===== src/rtl/flat_vector_serdes_bridge.sv =====
// Serial-to-parallel stimulus bridge for flattened-I/O wrappers: shifts in a vector,
// applies it for SETTLE_CYC cycles, then shifts the sampled response back out MSB first.
//   state     | meaning
//   IDLE      | post-reset, moves to SHIFT_IN on the next clock
//   SHIFT_IN  | accepting stimulus bits, vec_out holds previous vector
//   APPLY     | new vector driven, waiting SETTLE_CYC cycles
//   SHIFT_OUT | returning sampled response bits
module flat_vector_serdes_bridge #(
  parameter int IN_W       = 8,
  parameter int OUT_W      = 2,
  parameter int SETTLE_CYC = 1
) (
  input  logic             clk,
  input  logic             rst_n,
  input  logic             s_valid,
  output logic             s_ready,
  input  logic             s_bit,
  output logic [IN_W-1:0]  vec_out,
  output logic             vec_valid,
  input  logic [OUT_W-1:0] resp_in,
  output logic             m_valid,
  input  logic             m_ready,
  output logic             m_bit,
  output logic             m_last,
  output logic             busy
);

  localparam int MAX_A = (IN_W > OUT_W) ? IN_W : OUT_W;
  localparam int MAX_W = (MAX_A > SETTLE_CYC) ? MAX_A : SETTLE_CYC;
  localparam int CW    = $clog2(MAX_W) + 1;

  typedef enum logic [1:0] {IDLE, SHIFT_IN, APPLY, SHIFT_OUT} state_t;

  state_t           state_q, state_d;
  logic [IN_W-1:0]  shift_q, shift_d, vec_q, vec_d, shift_next;
  logic [OUT_W-1:0] resp_q, resp_d;
  logic [CW-1:0]    bit_cnt_q, bit_cnt_d, settle_q, settle_d, idx_q, idx_d;
  logic             s_ready_q, s_ready_d, vec_valid_q, vec_valid_d;
  logic             m_valid_q, m_valid_d, m_bit_q, m_bit_d;
  logic             m_last_q, m_last_d, busy_q, busy_d;

  always_comb begin
    state_d    = state_q;
    shift_d    = shift_q;
    vec_d      = vec_q;
    resp_d     = resp_q;
    bit_cnt_d  = bit_cnt_q;
    settle_d   = settle_q;
    idx_d      = idx_q;
    shift_next = (shift_q << 1) | IN_W'(s_bit);

    case (state_q)
      IDLE: state_d = SHIFT_IN;
      SHIFT_IN: begin
        if (s_valid && s_ready_q) begin
          shift_d = shift_next;
          if (bit_cnt_q == CW'(IN_W - 1)) begin
            vec_d     = shift_next;
            bit_cnt_d = '0;
            settle_d  = '0;
            state_d   = APPLY;
          end else begin
            bit_cnt_d = bit_cnt_q + 1'b1;
          end
        end
      end
      APPLY: begin
        if (settle_q == CW'(SETTLE_CYC - 1)) begin
          settle_d = '0;
          resp_d   = resp_in;
          idx_d    = CW'(OUT_W - 1);
          state_d  = SHIFT_OUT;
        end else begin
          settle_d = settle_q + 1'b1;
        end
      end
      SHIFT_OUT: begin
        // Response is kept MSB-aligned so the outgoing bit is always resp_q[OUT_W-1].
        if (m_valid_q && m_ready) begin
          resp_d = resp_q << 1;
          if (idx_q == '0) state_d = SHIFT_IN;
          else             idx_d   = idx_q - 1'b1;
        end
      end
      default: state_d = IDLE;
    endcase

    s_ready_d   = (state_d == SHIFT_IN);
    vec_valid_d = (state_d == APPLY);
    m_valid_d   = (state_d == SHIFT_OUT);
    busy_d      = (state_d == APPLY) || (state_d == SHIFT_OUT);
    m_bit_d     = m_valid_d && resp_d[OUT_W-1];
    m_last_d    = m_valid_d && (idx_d == '0);
  end

  always_ff @(posedge clk or negedge rst_n) begin
    if (!rst_n) begin
      state_q     <= IDLE;
      shift_q     <= '0;
      vec_q       <= '0;
      resp_q      <= '0;
      bit_cnt_q   <= '0;
      settle_q    <= '0;
      idx_q       <= '0;
      s_ready_q   <= 1'b0;
      vec_valid_q <= 1'b0;
      m_valid_q   <= 1'b0;
      m_bit_q     <= 1'b0;
      m_last_q    <= 1'b0;
      busy_q      <= 1'b0;
    end else begin
      state_q     <= state_d;
      shift_q     <= shift_d;
      vec_q       <= vec_d;
      resp_q      <= resp_d;
      bit_cnt_q   <= bit_cnt_d;
      settle_q    <= settle_d;
      idx_q       <= idx_d;
      s_ready_q   <= s_ready_d;
      vec_valid_q <= vec_valid_d;
      m_valid_q   <= m_valid_d;
      m_bit_q     <= m_bit_d;
      m_last_q    <= m_last_d;
      busy_q      <= busy_d;
    end
  end

  assign s_ready   = s_ready_q;
  assign vec_out   = vec_q;
  assign vec_valid = vec_valid_q;
  assign m_valid   = m_valid_q;
  assign m_bit     = m_bit_q;
  assign m_last    = m_last_q;
  assign busy      = busy_q;

endmodule

===== config.mk =====
export PLATFORM = sky130hd
export DESIGN_NAME = flat_vector_serdes_bridge
export DESIGN_NICKNAME = d
export VERILOG_FILES = /design/src/rtl/flat_vector_serdes_bridge.sv
export SDC_FILE = /design/constraint.sdc
export NUM_CORES = 1
export LEC_CHECK = 0
export BUFFER_PORTS_ARGS = -buffer_cell sky130_fd_sc_hd__buf_2
export CORE_MARGIN = 8
export CORE_UTILIZATION = 56
export CTS_BUF_LIST = sky130_fd_sc_hd__clkbuf_4 sky130_fd_sc_hd__clkbuf_8 sky130_fd_sc_hd__clkbuf_16
export DETAILED_ROUTE_END_ITERATION = 16
export GPL_TIMING_DRIVEN = 0
export PLACE_DENSITY = 0.89
export SYNTH_ARGS = -nofsm -noshare
export SYNTH_HDL_FRONTEND = slang
export SYNTH_SLANG_ARGS = --single-unit

===== constraint.sdc =====
create_clock -name clk -period 1.96 [get_ports clk]
set_input_delay 0.294 -clock clk [delete_from_list [all_inputs] [get_ports clk]]
set_output_delay 0.294 -clock clk [all_outputs]
set_load 0.02 [all_outputs]

==> results.toml <==
[run_status]
status = "finished clean"

[global_route]
grt_usage_pct = 14.1
grt_pass1_vias = 1211
antenna_found_initial = 0
grt_max_degree = 37
overflow = 0
grt_pass1_wl_um = 5430

[power_and_ir_drop]
leakage_nw = 0.933
power_density_nw_per_um2 = 1470
p_total_mw = 2.68
peakVddDrop_mv = 1.08

[timing]
whs_ns = 0.0170
post-route-period-util_pct = 92.0
finalHoldViolCount = 0
worst_slack_ns = 0.157
finalCriticalPeriod_ns = 1.80
maxClockFrequency_ghz = 0.555
slew_viol_final = 0
rsz0062_at_grt = "no"
setup_tns_ns = 0
worstMarginPinSlew_ns = 0.769
relSlewSlack_pct = 48.7
setup_viol = 0
fin_skew_ns = 0.00466

[setup_path]
cp.arrival_ns = 2.06
critPathLaunch = "settle_q[0]"
rr_endpoint = "m_last"
start_kind = "flip-flop"
worstPathMaxFanout = 7
path_delay_family = "simple AND/OR/NAND/NOR gates"
worst-r2r-setup-slack_ns = 0.16
r2r_start = "settle_q[0]"
reg2regPathDepth = 6
path_cells = "inv_1 > ha_1 > nor3b_4 > o21ai_2 > a211o_1 > nor4b_2"
worstSetupEndpoint = "m_last"
cpMaxStageDelayCell = "dfrtp_1"
end_kind = "flip-flop"
cpPeakStageDelay_ns = 0.44
crit_type = "flip-flop to flip-flop"
cp.depth = 6
path_buf_inv = 1
required_ns = 2.21

[floorplanning]
die_w_um = 69.4
die_h_um = 69.4
rows = 19
ios = 21
start_util_pct = 58.4
dieArea_sq_um = 4820
coreArea_sq_um = 2730

[logic_synthesis]
syn-num-nets = 157
synth_area_sq_um = 1600
synth_xor_area_share_pct = 1.10
yosys.area.top_type = "dfrtp_1"
synthCells = 146
avgSynthCellArea_sq_um = 10.9
synthTopCellsByArea = "dfrtp_1 56%, nand2_1 8.0%, mux2_1 4.9%, ha_1 3.1%, o21ai_0 1.9%"
ys_warn_count = 0
synth-seq-cells = 36
synth_seq_area_share_pct = 56.4
synth_top_family_by_area = "simple AND/OR/NAND/NOR gates"
muxShareOfSynthArea_pct = 6.27
synth-adder-area-share_pct = 3.13
synth-simple-area-share_pct = 20.9
synth-edff-count = 0
synth_top_flop_cell = "dfrtp_1"
synth_compound_area_share_pct = 9.40
synth_async_sr_flop_share_pct = 100
synth.distinct_cells = 41
synth_top_area_share_pct = 56.4

[place]
routabilityCongestion = 0.802
portBuffers = 20
pre_cts_ws_ns = 0.135
dpl_cell_area_sq_um = 1740
placed_cells = 197
dpl.hpwl_um = 2360

[cts]
cts.sinks = 36
h-tree-depth = 2
path_clk_slew_ns = 0.10
cts_made_buffers = 5
clockBufferDepth = 2
cts_root_buf = "clkbuf_4"
post_cts_buffers = 0
clk_latency_ns = 0.34
cts_tree = "yes"

[hold_path]
hold_path_class = "primary input to async pin"

[layout]
final_cell_area_sq_um = 1820
nFillCells = 210
fin_util_pct = 66.6
area_growth_pct = 14.0
mostFrequentLayoutCell = "dfrtp_1"
antenna_cells = 0
fin_nets = 184
drive_gt1_share_pct = 21.8
fin_cells = 205
final_cell_mix = "36 x dfrtp_1, 34 x nand2_1, 22 x buf_2"

[drt]
vias = 1179
avgViaCountPerCell = 5.75
ant_nets = 0
routed_wl_um = 3220
drt_iter0_markers = 68
routedWlPerCell_um = 15.7
drc = 0
dr.pass1.iters = 4

[run]
drv_cap = 0
cell usage after synthesis, types with 2 or more instances:
| cell type | number |
|---|---|
| dfrtp_1 | 36 |
| nand2_1 | 34 |
| mux2_1 | 7 |
| inv_1 | 6 |
| o21ai_0 | 6 |
| ha_1 | 4 |
| nand2b_1 | 4 |
| nor3_1 | 4 |
| and2_1 | 3 |
| nand3_1 | 3 |
| nor2_1 | 3 |
| a21oi_1 | 2 |
| a22o_1 | 2 |
| a31oi_1 | 2 |
| a32oi_1 | 2 |
| and4b_1 | 2 |
| buf_2 | 2 |
metal layers:
layer	wire length, um	part of all wire (%)	global-route usage [%]
met2	1590	49	23.2
met1	1360	42	15.0
met3	193	6.0	4.58
met4	83	2.6	10.0
met5	0	0	0
timing repair:
item                       in CTS  in global routing
setup endpoints to repair       0                  1
gates resized for setup         0                  1
hold buffers                    0                  0
layout make-up:
class,count,area (sq um),share of cell area (%)
clock buffers,6,45.0,2.47
well taps,31,38.8,2.13
flip-flops and latches,36,901,49.5
multi-input cells,100,657,36.1
repair buffers,20,100,5.50
inverters,6,22.5,1.24
clock inverters,2,35.0,1.92
plain buffers,4,21.3,1.17
worst reg2reg max path, cell delays in order, from the launching register on:
cell and delay (ns):
dfrtp_1 0.44, inv_1 0.08, ha_1 0.15, nor3b_4 0.35
o21ai_2 0.12, a211o_1 0.33, nor4b_2 0.26
logic make-up after synthesis:
kind of cell / Yosys count
AO/OA/AOI/OAI: 22
XOR/XNOR: 2
adder cells (fa/ha/maj): 4
buffers and inverters: 10
flip-flops: 36
multiplexers: 9
AND/OR/NAND/NOR: 63
sequential cells by signal (all words and copies together), names as in the netlist:
register	cells
idx_q	4
state_q	1
resp_q	2
m_valid	1
m_last	1
vec_valid	1
vec_out	8
s_ready	1
busy	1
bit_cnt_q	4
m_bit	1
shift_q	7
settle_q	4
worst min-delay path by stage:
stage | from | to | slack (ns) | cells after the start
2_1_floorplan | rst_n | bit_cnt_q[0] | -0.002 | 0
3_3_place_gp | rst_n | vec_out[7] | 0.40 | 1
3_5_place_dp | rst_n | shift_q[6] | 0.41 | 1
4_1_cts | rst_n | bit_cnt_q[0] | 0.04 | 1
5_1_grt | rst_n | vec_out[1] | 0.07 | 1
6_report | rst_n | shift_q[6] | 0.02 | 1
power by group:
part           switching (mW)  internal, mW
logic                   0.524         0.369
clock network           0.234         0.281
registers               0.258          1.01
(Power assumes the default switching activity.)
